--- config.mk ---
export PLATFORM = sky130hd
export DESIGN_NAME = button_debouncer
export DESIGN_NICKNAME = d
export VERILOG_FILES = /design/src/rtl/button_debouncer.sv
export SDC_FILE = /design/constraint.sdc
export NUM_CORES = 1
export LEC_CHECK = 0
export ABC_AREA = 1
export CAP_MARGIN = 20
export CORE_ASPECT_RATIO = 2
export CORE_UTILIZATION = 55
export DETAILED_ROUTE_END_ITERATION = 8
export GPL_TIMING_DRIVEN = 0
export HOLD_SLACK_MARGIN = 0.06
export PLACE_DENSITY = 0.85
export SLEW_MARGIN = 20
export SYNTH_ARGS = -nofsm -noshare
export SYNTH_HDL_FRONTEND = slang
export SYNTH_SLANG_ARGS = --single-unit
export TNS_END_PERCENT = 100
--- constraint.sdc ---
create_clock -name clk -period 1.5 [get_ports clk]
set_input_delay 0.3 -clock clk [delete_from_list [all_inputs] [get_ports clk]]
set_output_delay 0.3 -clock clk [all_outputs]
set_load 0.02 [all_outputs]
--- src/rtl/button_debouncer.sv ---
// Purpose: turn a raw, bouncing push-button into a debounced level, press/release/long-press pulses and a toggle level.
// Latency: a stable level change is accepted DEBOUNCE_CYCLES+2 edges after the first edge that samples it; all outputs registered.
// Backpressure: none; outputs are free-running levels and single-cycle pulses with no handshake.
//
// Ports:
//   clk           system clock
//   rst_n         asynchronous active-low reset
//   button        raw asynchronous push-button (polarity set by ACTIVE_LOW)
//   btn_state     debounced level, 1 = pressed
//   press_pulse   one-cycle pulse when a press is accepted
//   release_pulse one-cycle pulse when a release is accepted
//   long_press    one-cycle pulse once per press held LONG_PRESS_CYCLES after acceptance
//   toggle        level that inverts on every accepted press
module button_debouncer #(
  parameter int DEBOUNCE_CYCLES   = 16,
  parameter int LONG_PRESS_CYCLES = 64,
  parameter int ACTIVE_LOW        = 0,
  parameter int CNT_WIDTH         = 16
) (
  input  logic clk,
  input  logic rst_n,
  input  logic button,
  output logic btn_state,
  output logic press_pulse,
  output logic release_pulse,
  output logic long_press,
  output logic toggle
);

  localparam logic [CNT_WIDTH-1:0] DEB_MAX  = CNT_WIDTH'(DEBOUNCE_CYCLES);
  localparam logic [CNT_WIDTH-1:0] HOLD_MAX = CNT_WIDTH'(LONG_PRESS_CYCLES);
  localparam logic [CNT_WIDTH-1:0] CNT_ONE  = CNT_WIDTH'(1);
  localparam logic [CNT_WIDTH-1:0] CNT_ZERO = '0;

  typedef enum logic [1:0] {
    IDLE         = 2'd0,
    PRESS_WAIT   = 2'd1,
    PRESSED      = 2'd2,
    RELEASE_WAIT = 2'd3
  } state_t;

  // Polarity is normalised before the synchronizer so that everything
  // downstream sees 1 = pressed regardless of board wiring.
  logic btn_in;
  assign btn_in = (ACTIVE_LOW != 0) ? ~button : button;

  // Two-flop synchronizer; the only place the asynchronous input is sampled.
  logic sync_meta;
  logic sync_btn;

  always_ff @(posedge clk or negedge rst_n) begin
    if (!rst_n) begin
      sync_meta <= 1'b0;
      sync_btn  <= 1'b0;
    end else begin
      sync_meta <= btn_in;
      sync_btn  <= sync_meta;
    end
  end

  state_t               state;
  logic [CNT_WIDTH-1:0] cnt;       // consecutive stable samples of the candidate level
  logic [CNT_WIDTH-1:0] hold_cnt;  // cycles spent pressed since acceptance, saturating

  always_ff @(posedge clk or negedge rst_n) begin
    if (!rst_n) begin
      state         <= IDLE;
      cnt           <= CNT_ZERO;
      hold_cnt      <= CNT_ZERO;
      btn_state     <= 1'b0;
      press_pulse   <= 1'b0;
      release_pulse <= 1'b0;
      long_press    <= 1'b0;
      toggle        <= 1'b0;
    end else begin
      // Pulses are single-cycle unless re-asserted below.
      press_pulse   <= 1'b0;
      release_pulse <= 1'b0;
      long_press    <= 1'b0;

      case (state)
        IDLE: begin
          if (sync_btn) begin
            state <= PRESS_WAIT;
            cnt   <= CNT_ONE;
          end
        end

        PRESS_WAIT: begin
          if (!sync_btn) begin
            // Glitch rejected: drop back without any output change.
            state <= IDLE;
            cnt   <= CNT_ZERO;
          end else if (cnt == DEB_MAX) begin
            state       <= PRESSED;
            cnt         <= CNT_ZERO;
            hold_cnt    <= CNT_ZERO;
            press_pulse <= 1'b1;
            btn_state   <= 1'b1;
            toggle      <= ~toggle;
          end else begin
            cnt <= cnt + CNT_ONE;
          end
        end

        PRESSED: begin
          // Saturating hold counter; the pulse fires on the single edge
          // where it reaches the limit, so it cannot repeat within a press.
          if (hold_cnt != HOLD_MAX) begin
            hold_cnt <= hold_cnt + CNT_ONE;
            if (hold_cnt == (HOLD_MAX - CNT_ONE)) begin
              long_press <= 1'b1;
            end
          end
          if (!sync_btn) begin
            state <= RELEASE_WAIT;
            cnt   <= CNT_ONE;
          end
        end

        RELEASE_WAIT: begin
          // hold_cnt is frozen here and resumes if the release was a bounce,
          // so a long press already reported stays reported.
          if (sync_btn) begin
            state <= PRESSED;
            cnt   <= CNT_ZERO;
          end else if (cnt == DEB_MAX) begin
            state         <= IDLE;
            cnt           <= CNT_ZERO;
            release_pulse <= 1'b1;
            btn_state     <= 1'b0;
          end else begin
            cnt <= cnt + CNT_ONE;
          end
        end

        default: begin
          state <= IDLE;
          cnt   <= CNT_ZERO;
        end
      endcase
    end
  end

endmodule

==> impl_results.md <==
- Status: finished with violations
- Violations in the final reports: negative setup slack
- Hold Startpoint: sync_meta$_DFF_PN0_
- Initial antenna violation count: 0
- R2r worst-path depth: 7
- Endpoints failing hold: 0
- Post-synthesis cell type count: 27
- Worst skew pair latency: 0.30 ns
- Power per cell area: 716.9 nW/um^2
- FF-to-FF setup slack: -0.02 ns
- Die height: 98.95 microns
- Avg Synthesized Cell Area: 7.344 sq um
- Clock Pin Slew Worst Setup and Hold Paths: 0.09 ns
- Final nets: 386
- Static leakage: 0.001415 uW
- Max-cap violations: 0
- Yosys warns: 0
- Layout fillers: 359
- Largest family of logic cells by synthesized area: simple AND/OR/NAND/NOR gates
- IR drop worst, VDD: 0.6816 mV
- Area grow syn2layout: 19.46%
- CP Data Arrival Time: 1.72 ns
- Placed standard-cell area: 2739 sq um
- Fin cells: 435
- Final ANT Viol Nets: 0
- GR Util met3: 0.03395
- Number of global-route vias before repair: 2,679
- Largest net degree at the start of global routing: 25
- Max incr delay on CP: 0.45 ns
- DR WL/cell: 15.71 microns
- Critical-path top delay cell: dfrtp_1
- #FFs+latches synth: 41
- FMAX: 0.6572 GHz
- Sequential cell area: 1031 sq um
- Proportion of synthesized area in mux cells: 0
- Design Area, Final: 3088 sq um
- WL final: 6836 microns
- Seq/Total Area, Yosys: 0.3969
- Vias per std cell: 5.924
- Post-layout min period: 1.522 ns
- First-pass GRT wire length: 11,250 microns
- Worst Max-Slew Pin Slew: 0.4894 ns
- Overflow after GRT: 0
- Final Skew: 0.01033 ns
- Die W: 50.48 microns
- GP Congestion: 0.9548
- CTS tree: built
- Synth Instances: 352
- RSZ-0062 raised after global routing: yes
- Hold path depth: 0
- CP Launch Type: register
- H-Tree Level Count: 2
- Post-route DRC violation count: 0
- Detailed Route Iter0 Violations: 117
- PortBufs: 7
- I/O pin total: 8
- Antenna Cells: 0
- CP dominant cell by count: nand2_1
- Synth Area in Adders: 0.01936
- Critical-path cell list: inv_2 -> nand2_1 -> nor2_2 -> nand3_4 -> buf_4 -> nand3_1 -> nand2_1
- Fin util: 0.6780
- RR Endpoint: hold_cnt[2]$_DFFE_PN0P_
- Synth Area in Simple Gates: 0.4158
- Worst Hold Class: register to register
- CP required: 1.70 ns
- Max Slew Vio Count: 0
- HPWL Detailed: 4790 microns
- Total track usage: 0.2970
- Core area: 4554 sq um
- Crit share post-route: 1.014
- Total power: 2214 uW
- WHS Endpoint: sync_btn$_DFF_PN0_
- Post-Syn Area: 2585 sq um
- DIE AREA: 4995 sq um
- Syn Nets: 359
- Final count of negative-setup-slack endpoints: 1
- Initial core utilization: 0.5676
- Post-synthesis compound-gate area fraction: 0.05518
- Root Driver: clkbuf_8
- Met2 Usage GRT: 0.5672
- Final Worst Setup Slack: -0.02155 ns
- Post-synthesis xor/xnor area fraction: 0.02662
- TritonCTS sink count: 41
- Multi-input logic area: 1448 sq um
- Vias: 2,577
- Slew headroom: 0.6712
- Most used routing layer: met2
- CTS Buf Count: 5
- Dpl cells: 415
- Hold WS: 0.3626 ns
- Critical path type: register to register
- Crit-path max FO: 7
- First-pass DRT Iterations: 5
- Met1 GRT Util: 0.2728
- Site row count: 35
- Layout cells sized above 1: 0.2368
- CTS Buffer Depth: 2
- Crit path capture type: register
## sequential cells by signal (all words and copies together), names as in the netlist, named ones only
signal         flops
press_pulse        1
long_press         1
cnt               16
sync_meta          1
state              1
sync_btn           1
hold_cnt          16
toggle             1
btn_state          1
release_pulse      1
## timing repair
item	CTS	global route
gates resized for setup	25	20
setup endpoints to repair	26	34
hold buffers	1	0
pin swaps	4	7
cloned	1	0
setup buffers	7	3
endpoints found under the hold margin	17	0
## area by class of cell
type                    count  share of cell area
multi-input cells         256              0.4688
clock buffers               5             0.02229
inverters                  52             0.06321
repair buffers             20             0.06321
plain buffers               3             0.01135
well taps                  55             0.02229
clock inverters             3             0.01499
flip-flops and latches     41              0.3339
## synth_stat cells
library cell	number	area share
nand3_1	47	0.091
nor2_1	30	0.044
xnor2_2	1	0.0063
nand3_2	12	0.046
buf_2	1	0.0019
xnor2_1	3	0.010
inv_2	9	0.013
buf_6	2	0.0087
o21ai_1	7	0.014
nor2_2	7	0.017
nand2_4	1	0.0044
nor3_2	3	0.012
nand2_2	1	0.0024
ha_1	4	0.019
nor2_4	2	0.0087
o21ai_0	12	0.023
a21oi_1	3	0.0058
inv_1	43	0.062
o211ai_1	1	0.0029
xor2_1	3	0.010
nand4_1	13	0.031
or2_2	1	0.0024
o22ai_1	4	0.0097
nor2_8	1	0.0077
dfrtp_1	41	0.40
nand2_1	92	0.13
nor3_1	8	0.015
## worst max-delay path, delay by kind of cell, from the launching register on
family,cells,cell delay (ns)
buffers and inverters,2,0.30
flip-flops,1,0.45
AND/OR/NAND/NOR,5,0.66
## metal layers
layer	routed length (microns)	vias to the layer above
li1	-	1197
met1	2319	1252
met2	3904	89
met3	207	39
met4	405	0
met5	0	-
## worst max path at each step
| stage | endpoint | from |
|---|---|---|
| 6_report | hold_cnt[2]$_DFFE_PN0P_ | register |
| 5_1_grt | hold_cnt[1]$_DFFE_PN0P_ | cnt[0]$_DFFE_PN0P_ |
| 4_1_cts | hold_cnt[2]$_DFFE_PN0P_ | cnt[0]$_DFFE_PN0P_ |
| 3_5_place_dp | hold_cnt[7]$_DFFE_PN0P_ | cnt[0]$_DFFE_PN0P_ |
| 3_3_place_gp | cnt[5]$_DFFE_PN0P_ | rst_n |
| 2_1_floorplan | toggle$_DFFE_PN0P_ | cnt[0]$_DFFE_PN0P_ |
## placed cells by master, fill, tap and decap left out, types with 2 or more instances in the layout
cell type / n
a21oi_1: 3
buf_2: 2
buf_4: 9
buf_8: 2
clkbuf_8: 5
dfrtp_1: 37
dfrtp_2: 4
dlygate4sd2_1: 5
ha_1: 2
inv_1: 39
inv_2: 13
nand2_1: 86
nand2_2: 7
nand3_1: 42
nand3_2: 16
nand4_1: 13
nor2_1: 23
nor2_2: 9
nor2_4: 7
nor3_1: 8
nor3_2: 2
o21ai_0: 12
o21ai_1: 7
o22ai_1: 4
xnor2_1: 3
xor2_1: 3
## stage by stage
stage / setup WS [ns] / TNS, ns
6_report: -0.02155 / -0.02155
5_1_grt: -0.1212 / -1.666
4_1_cts: 0.001486 / 0
3_5_place_dp: -0.1295 / -1.584
3_3_place_gp: -0.9114 / -37.99
2_1_floorplan: 0.1135 / 0
## power breakdown
| group | switching [uW] | leakage [uW] | internal (uW) |
|---|---|---|---|
| logic | 95.0 | 0.000803 | 57.1 |
| registers | 16.7 | 0.000557 | 1120 |
| clock network | 429 | 0.0000543 | 499 |
## kinds of logic (layout without fill, tap and decap cells)
group,after synthesis,in the layout
and+or+nand+nor,218,218
buffers and inverters,55,83
DFF,41,41
AOI/OAI and AO/OA,27,27
xor gates and xnor gates,7,7
adders and majority gates,4,4
Power figures use the tool's default switching activity.
